[config.mk]
export PLATFORM = sky130hd
export DESIGN_NAME = bit_slicer
export DESIGN_NICKNAME = d
export VERILOG_FILES = /design/src/rtl/bit_slicer.sv
export SDC_FILE = /design/constraint.sdc
export NUM_CORES = 1
export LEC_CHECK = 0
export BUFFER_PORTS_ARGS = -buffer_cell sky130_fd_sc_hd__buf_2
export CORE_MARGIN = 5
export CORE_UTILIZATION = 49
export DETAILED_ROUTE_END_ITERATION = 6
export PLACE_DENSITY = 0.85
export SYNTH_ARGS = -nofsm -noshare
export SYNTH_HDL_FRONTEND = slang
export SYNTH_SLANG_ARGS = --single-unit
[constraint.sdc]
create_clock -name CLK -period 2.31 [get_ports CLK]
set_input_delay 0.462 -clock CLK [delete_from_list [all_inputs] [get_ports CLK]]
set_output_delay 0.462 -clock CLK [all_outputs]
set_load 0.02 [all_outputs]
[src/rtl/bit_slicer.sv]
// bit_slicer: splits one dual-rail (1-of-2 per bit) four-phase token into a
// data field and an address field, each on its own four-phase output channel.
//
// Ports:
//   CLK     in   rising-edge clock
//   RESET   in   synchronous, active-high reset
//   in_d    in   dual-rail input word; bit i -> in_d[2i] rail0, in_d[2i+1] rail1
//   in_e    out  input enable/ack (1 = ready for data, 0 = token consumed)
//   data_d  out  dual-rail data field  = in[W_DATA-1:0]
//   data_e  in   data channel enable from receiver
//   addr_d  out  dual-rail address field = in[W_IN-1:W_DATA]
//   addr_e  in   address channel enable from receiver
//
// All outputs come straight from flops. The FSM is split into a state
// register, a next-state process and an output (next-register-value) process.
module bit_slicer #(
  parameter int W_IN   = 11,
  parameter int W_DATA = 7,
  parameter int W_ADDR = 4
) (
  input  logic                  CLK,
  input  logic                  RESET,
  input  logic [2*W_IN-1:0]     in_d,
  output logic                  in_e,
  output logic [2*W_DATA-1:0]   data_d,
  input  logic                  data_e,
  output logic [2*W_ADDR-1:0]   addr_d,
  input  logic                  addr_e
);

  typedef enum logic [1:0] {
    ST_IDLE = 2'd0,
    ST_SEND = 2'd1,
    ST_RTZ  = 2'd2
  } state_t;

  // One bit per group: set when exactly one rail of the group is high.
  function automatic logic [W_IN-1:0] rail_valid(input logic [2*W_IN-1:0] w);
    logic [W_IN-1:0] v;
    v = {W_IN{1'b0}};
    for (int i = 0; i < W_IN; i++) begin
      v[i] = w[2*i] ^ w[2*i+1];
    end
    return v;
  endfunction

  // Binary value carried by a word; only meaningful when every group is valid.
  function automatic logic [W_IN-1:0] rail_value(input logic [2*W_IN-1:0] w);
    logic [W_IN-1:0] v;
    v = {W_IN{1'b0}};
    for (int i = 0; i < W_IN; i++) begin
      v[i] = w[2*i+1];
    end
    return v;
  endfunction

  // Binary to dual-rail: each bit becomes {rail1, rail0} = {b, ~b}.
  function automatic logic [2*W_IN-1:0] rail_encode(input logic [W_IN-1:0] v);
    logic [2*W_IN-1:0] w;
    w = {2*W_IN{1'b0}};
    for (int i = 0; i < W_IN; i++) begin
      w[2*i]   = ~v[i];
      w[2*i+1] = v[i];
    end
    return w;
  endfunction

  state_t                state_r;
  state_t                state_nxt_s;
  logic                  in_e_r;
  logic                  in_e_nxt_s;
  logic [2*W_DATA-1:0]   data_d_r;
  logic [2*W_DATA-1:0]   data_d_nxt_s;
  logic [2*W_ADDR-1:0]   addr_d_r;
  logic [2*W_ADDR-1:0]   addr_d_nxt_s;

  logic                  word_valid_s;
  logic                  word_neutral_s;
  logic                  outs_neutral_s;
  logic                  capture_s;
  logic [2*W_IN-1:0]     enc_s;

  // Word classification. Re-encoding the decoded value (rather than copying
  // in_d) guarantees an illegal group can never reach an output rail.
  assign word_valid_s   = &rail_valid(in_d);
  assign word_neutral_s = (in_d == {2*W_IN{1'b0}});
  assign outs_neutral_s = (data_d_r == {2*W_DATA{1'b0}}) &&
                          (addr_d_r == {2*W_ADDR{1'b0}});
  assign capture_s      = word_valid_s && data_e && addr_e;
  assign enc_s          = rail_encode(rail_value(in_d));

  // State register.
  always_ff @(posedge CLK) begin
    if (RESET) begin
      state_r <= ST_IDLE;
    end else begin
      state_r <= state_nxt_s;
    end
  end

  // Next-state logic.
  always_comb begin
    state_nxt_s = state_r;
    case (state_r)
      ST_IDLE: begin
        if (capture_s) begin
          state_nxt_s = ST_SEND;
        end else begin
          state_nxt_s = ST_IDLE;
        end
      end
      ST_SEND: begin
        // Both receivers done and the source has returned to zero.
        if (outs_neutral_s && word_neutral_s) begin
          state_nxt_s = ST_RTZ;
        end else begin
          state_nxt_s = ST_SEND;
        end
      end
      ST_RTZ: begin
        state_nxt_s = ST_IDLE;
      end
      default: begin
        state_nxt_s = ST_IDLE;
      end
    endcase
  end

  // Output logic: next values for the registered channel outputs.
  always_comb begin
    in_e_nxt_s   = in_e_r;
    data_d_nxt_s = data_d_r;
    addr_d_nxt_s = addr_d_r;
    case (state_r)
      ST_IDLE: begin
        if (capture_s) begin
          data_d_nxt_s = enc_s[2*W_DATA-1:0];
          addr_d_nxt_s = enc_s[2*W_IN-1:2*W_DATA];
          in_e_nxt_s   = 1'b0;
        end else begin
          in_e_nxt_s   = 1'b1;
        end
      end
      ST_SEND: begin
        // Channels acknowledge independently; once neutral, a channel stays
        // neutral even if its receiver re-enables before the token completes.
        if (!data_e) begin
          data_d_nxt_s = {2*W_DATA{1'b0}};
        end else begin
          data_d_nxt_s = data_d_r;
        end
        if (!addr_e) begin
          addr_d_nxt_s = {2*W_ADDR{1'b0}};
        end else begin
          addr_d_nxt_s = addr_d_r;
        end
      end
      ST_RTZ: begin
        in_e_nxt_s = 1'b1;
      end
      default: begin
        in_e_nxt_s   = 1'b1;
        data_d_nxt_s = {2*W_DATA{1'b0}};
        addr_d_nxt_s = {2*W_ADDR{1'b0}};
      end
    endcase
  end

  // Output registers.
  always_ff @(posedge CLK) begin
    if (RESET) begin
      in_e_r   <= 1'b1;
      data_d_r <= {2*W_DATA{1'b0}};
      addr_d_r <= {2*W_ADDR{1'b0}};
    end else begin
      in_e_r   <= in_e_nxt_s;
      data_d_r <= data_d_nxt_s;
      addr_d_r <= addr_d_nxt_s;
    end
  end

  assign in_e   = in_e_r;
  assign data_d = data_d_r;
  assign addr_d = addr_d_r;

endmodule

# [Yosys cells after proc, flatten, opt, wreduce, memory -nomap -nowiden]
# Cells that the tools add are included.
[word_totals] word_cells=54 reg_bits=25 inputBits=26
[op_classes] bitwise=23 eq_ne=5 n_mux=11 n_reduce_logical=11
[op_table] op="$pmux W14 S3" n=1
[op_table] op="$mux W14" n=2
[op_table] op="$pmux W8 S3" n=1
[op_table] op="$logic_not A22 Y1" n=1
[op_table] op="$mux W8" n=2
[op_table] op="$logic_not A14 Y1" n=1
[op_table] op="$not A1 Y1" n=12
[op_table] op="$reduce_and A11 Y1" n=1
[op_table] op="$xor A1 B1 Y1" n=11
[op_table] op="$logic_not A8 Y1" n=1
[op_table] op="$ne A2 B2 Y1 const B" n=3
[op_table] op="$reduce_and A3 Y1" n=2
[op_table] op="$logic_and A1 B1 Y1" n=4
[op_table] op="$pmux W2 S2" n=1
[op_table] op="$eq A2 B1 Y1 const B" n=1
[op_table] op="$eq A2 B2 Y1 const B" n=1
[op_table] op="$logic_not A2 Y1" n=1
[op_table] op="$mux W1" n=2
[op_table] op="$mux W2" n=1
[op_table] op="$pmux W1 S2" n=1

# [Longest topological paths before layout]
[logic_depth] word_depth=6 mapped_depth=8 depth_no_buf=6

# [Least setup slack after synthesis]
# No wires, ideal clock.
[synth_timing] kind="input port to flip-flop" start="input in_d[18]" end="register data_d_r[0] (netlist: data_d[0])" n_path_buf=2 stages=8 arrival_ns=2.001 setup_slack_ns=0.188 setup_ns=0.121 required_ns=2.189 cell_sequence="inv_1 -> ha_1 -> nand4_1 -> or4_1 -> buf_6 -> nand2_4 -> buf_12 -> mux2_4"
[synth_between] elab_chain_cells=6
[synth_lines] item="start: declaration" line_no="23" source="input logic [2*W_IN-1:0] in_d,"
[synth_lines] item="$xor A1 B1 Y1" line_no="42" source="v[i] = w[2*i] ^ w[2*i+1];"
[synth_lines] item="$reduce_and A11 Y1" line_no="85" source="assign word_valid_s = &rail_valid(in_d);"
[synth_lines] item="$logic_and A1 B1 Y1 (2 in a row)" line_no="89" source="assign capture_s = word_valid_s && data_e && addr_e;"
[synth_lines] item="$ne A2 B2 Y1 (no source line)"
[synth_lines] item="$reduce_and A3 Y1 (no source line)"
[synth_lines] item="end signal: assignment" line_no="173" source="data_d_r <= {2*W_DATA{1'b0}};"
[synth_lines] item="end signal: assignment" line_no="177" source="data_d_r <= data_d_nxt_s;"
[synth_lines] item="end: declaration" line_no="72" source="logic [2*W_DATA-1:0] data_d_r;"
# Every way passes these cells.
# A chain may end at the register's enable or synchronous reset.

# [Worst setup path after layout]
[layout_timing] start="input in_d[17]" end="register data_d_r[4] (netlist: data_d[4])"
# The elaborated chain is that of the path after synthesis.

==> flow_summary.ini <==
[floorplanning]
die-area_um2 = 4140
core_area_um2 = 2780
initial_core_util_pct = 52.0
ioPinCount = 49
die_h_um = 64.3
rows = 19
die_w_um = 64.3

[grt]
overflow = 0
grt_pass1_wl_um = 5680
grt_antenna_before_repair = 0
gr-usage-met2_pct = 27.0
grt_pass1_vias = 1362
grt_busiest_layer = met2
track_usage_pct = 16.6
met3_usage_pct = 4.38
grt_max_degree = 28
use_met1_pct = 21.3

[timing]
rsz0062_at_grt = no
worst_pin_slew_ps = 418
slew_headroom_pct = 72.1
slew_viol_final = 0
fin_crit_sh_pct = 84.6
hold_ws_ps = 379
hold_viol = 0
final.setup_skew_ps = 14.3
fmax_mhz = 512
setup_viol = 0
period_needed_ps = 1950

[setup_path]
startpoint_type = input pin
regToRegEndpoint = data_d[4]
required_ps = 2550
worstPathArrival_ps = 2200
path_max_fanout = 11
path_class = in2reg
regToRegSetupSlack_ps = 540
reg2reg_depth = 4
crit_path_end_kind = register
crit_path_start = in_d[17]
r2r-start = state_r[0]

[finish]
drive_gt1_share_pct = 34.4
layout_commonest_cell = buf_2
layout_common_cells = 48 x buf_2, 25 x dfxtp_1, 24 x inv_1
final_util_pct = 63.9
antenna_cells = 0
synthToLayoutAreaGrowth_pct = 22.8
nets = 256

[synthesis]
ys_ff_latch = 25
synth-seq-area-share_pct = 34.6
ys_types = 27
ys_warn_count = 0
syn-cell-area_um2 = 1450
avgSynthCellArea_um2 = 8.87
synth_nets = 200
synthCells = 163

[cts]
numCtsBuffers = 3
postCtsHoldBufs = 0
root_buffer = clkbuf_4
clk_latency_ps = 330
post-cts-setup-buffers = 0
clockBufferDepth = 2
cts.repair.resized = 0
cts_tree = built
cts.clk_slew.worst_paths_ps = 150
h-tree-depth = 1
clock_sinks = 25

[drt]
firstDrtPassIters = 4
drt_iter0_markers = 32
wl_per_cell_um = 13.3
drt_wl_total_um = 3320
drc_errors = 0
drtAntennaViolNets = 0
viasPerCell = 5.04
routed-via-count = 1254

[place]
finalWeightedCongestion = 0.820
portBuffers = 48
dp_hpwl_um = 2660

[power]
powerDensity_nw_per_um2 = 409
leakage_nw = 0.926
peakVddDrop_mv = 0.368

[worst_hold_path]
hold_path_class = in2reg
hold_depth = 3
hold_end = data_d[5]
min-delay-start = in_d[5]

[run]
drv_cap = 0

[outcome]
status = completed
==> how the worst max path moves through the flow <==
stage	to	slack, ps	cells after the start
3_5_place_dp	data_d[4]	-20	7
4_1_cts	data_d[4]	360	7
5_1_grt	data_d[10]	300	7
3_3_place_gp	data_d[4]	9	7
6_report	data_d[4]	360	7
2_1_floorplan	data_d[0]	190	8
==> Yosys cell counts <==
cell type  count  area (um^2)
dfxtp_1       25          500
and4_1         1         8.76
nor2_1        14         52.6
buf_6          1         11.3
nand4bb_1      1         11.3
a221oi_1       1         8.76
nor4b_1        2         17.5
or4_1          2         15.0
nor3b_1        1         7.51
nand2_1       12         45.0
clkbuf_1       4         15.0
mux2_4         3         45.0
o21ai_0        3         15.0
mux2i_1       11          110
nor3_1         2         10.0
mux2_2         8         90.1
nand2b_1      12         75.1
nand3_1        2         10.0
nand2_4        2         22.5
inv_1         24         90.1
buf_12         1         20.0
nor2b_1       11         68.8
or2b_1         1         7.51
nand4_1        4         25.0
nor4_1         3         18.8
or3_2          1         7.51
ha_1          11          138
==> critical path, cell delays in order <==
cell and delay (ps):
buf_2 100, inv_1 40, ha_1 270, nand4_1 80, or4_1 670, nand2_4 220
mux2_2 350
==> layer usage <==
layer | vias to the layer above | wire [um]
met5 | - | 0
met1 | 555 | 1580
li1 | 646 | -
met3 | 4 | 244
met2 | 49 | 1460
met4 | 0 | 36
==> flip-flops by register name (all words and copies together) (netlist names) <==
signal / count
data_d: 14
state_r: 2
addr_d: 8
in_e: 1
==> power by group <==
group	switching (mW)	leakage [nW]	internal (mW)
logic	0.0471	0.710	0.0419
registers	0.0000867	0.201	0.431
clock network	0.140	0.0139	0.0663
total	0.187	0.926	0.540
==> cell families after synthesis <==
kind of cell / Yosys count / share of synthesized area [%]
AND/OR/NAND/NOR: 71 / 27.9
buffers and inverters: 30 / 9.43
flip-flops: 25 / 34.6
multiplexers: 22 / 17.0
adder cells (fa/ha/maj): 11 / 9.52
AO/OA/AOI/OAI: 4 / 1.64
==> final cells by class <==
class / count / area (um^2)
clock buffer: 3 / 22.5
clock inverter: 1 / 7.51
fill: 258 / 1000
inverter: 24 / 90.1
multi-input combinational: 108 / 810
sequential: 25 / 500
tap: 31 / 38.8
timing repair buffer: 57 / 308
==> per-stage QoR <==
stage                     instance area [um^2]  cells  TNS [ps]  worst slack [ps]  power [mW]
final                                     1780    249         0               355       0.727
after global routing                      1780    249         0               299       0.764
after CTS                                 1780    249         0               362       0.736
after detailed placement                  1750    245     -66.6             -18.5       0.530
after global placement                    1750    245         0              9.07       0.530
after floorplan                           1450    163         0               188       0.485
Note: power is estimated with default switching activity, not from simulation.
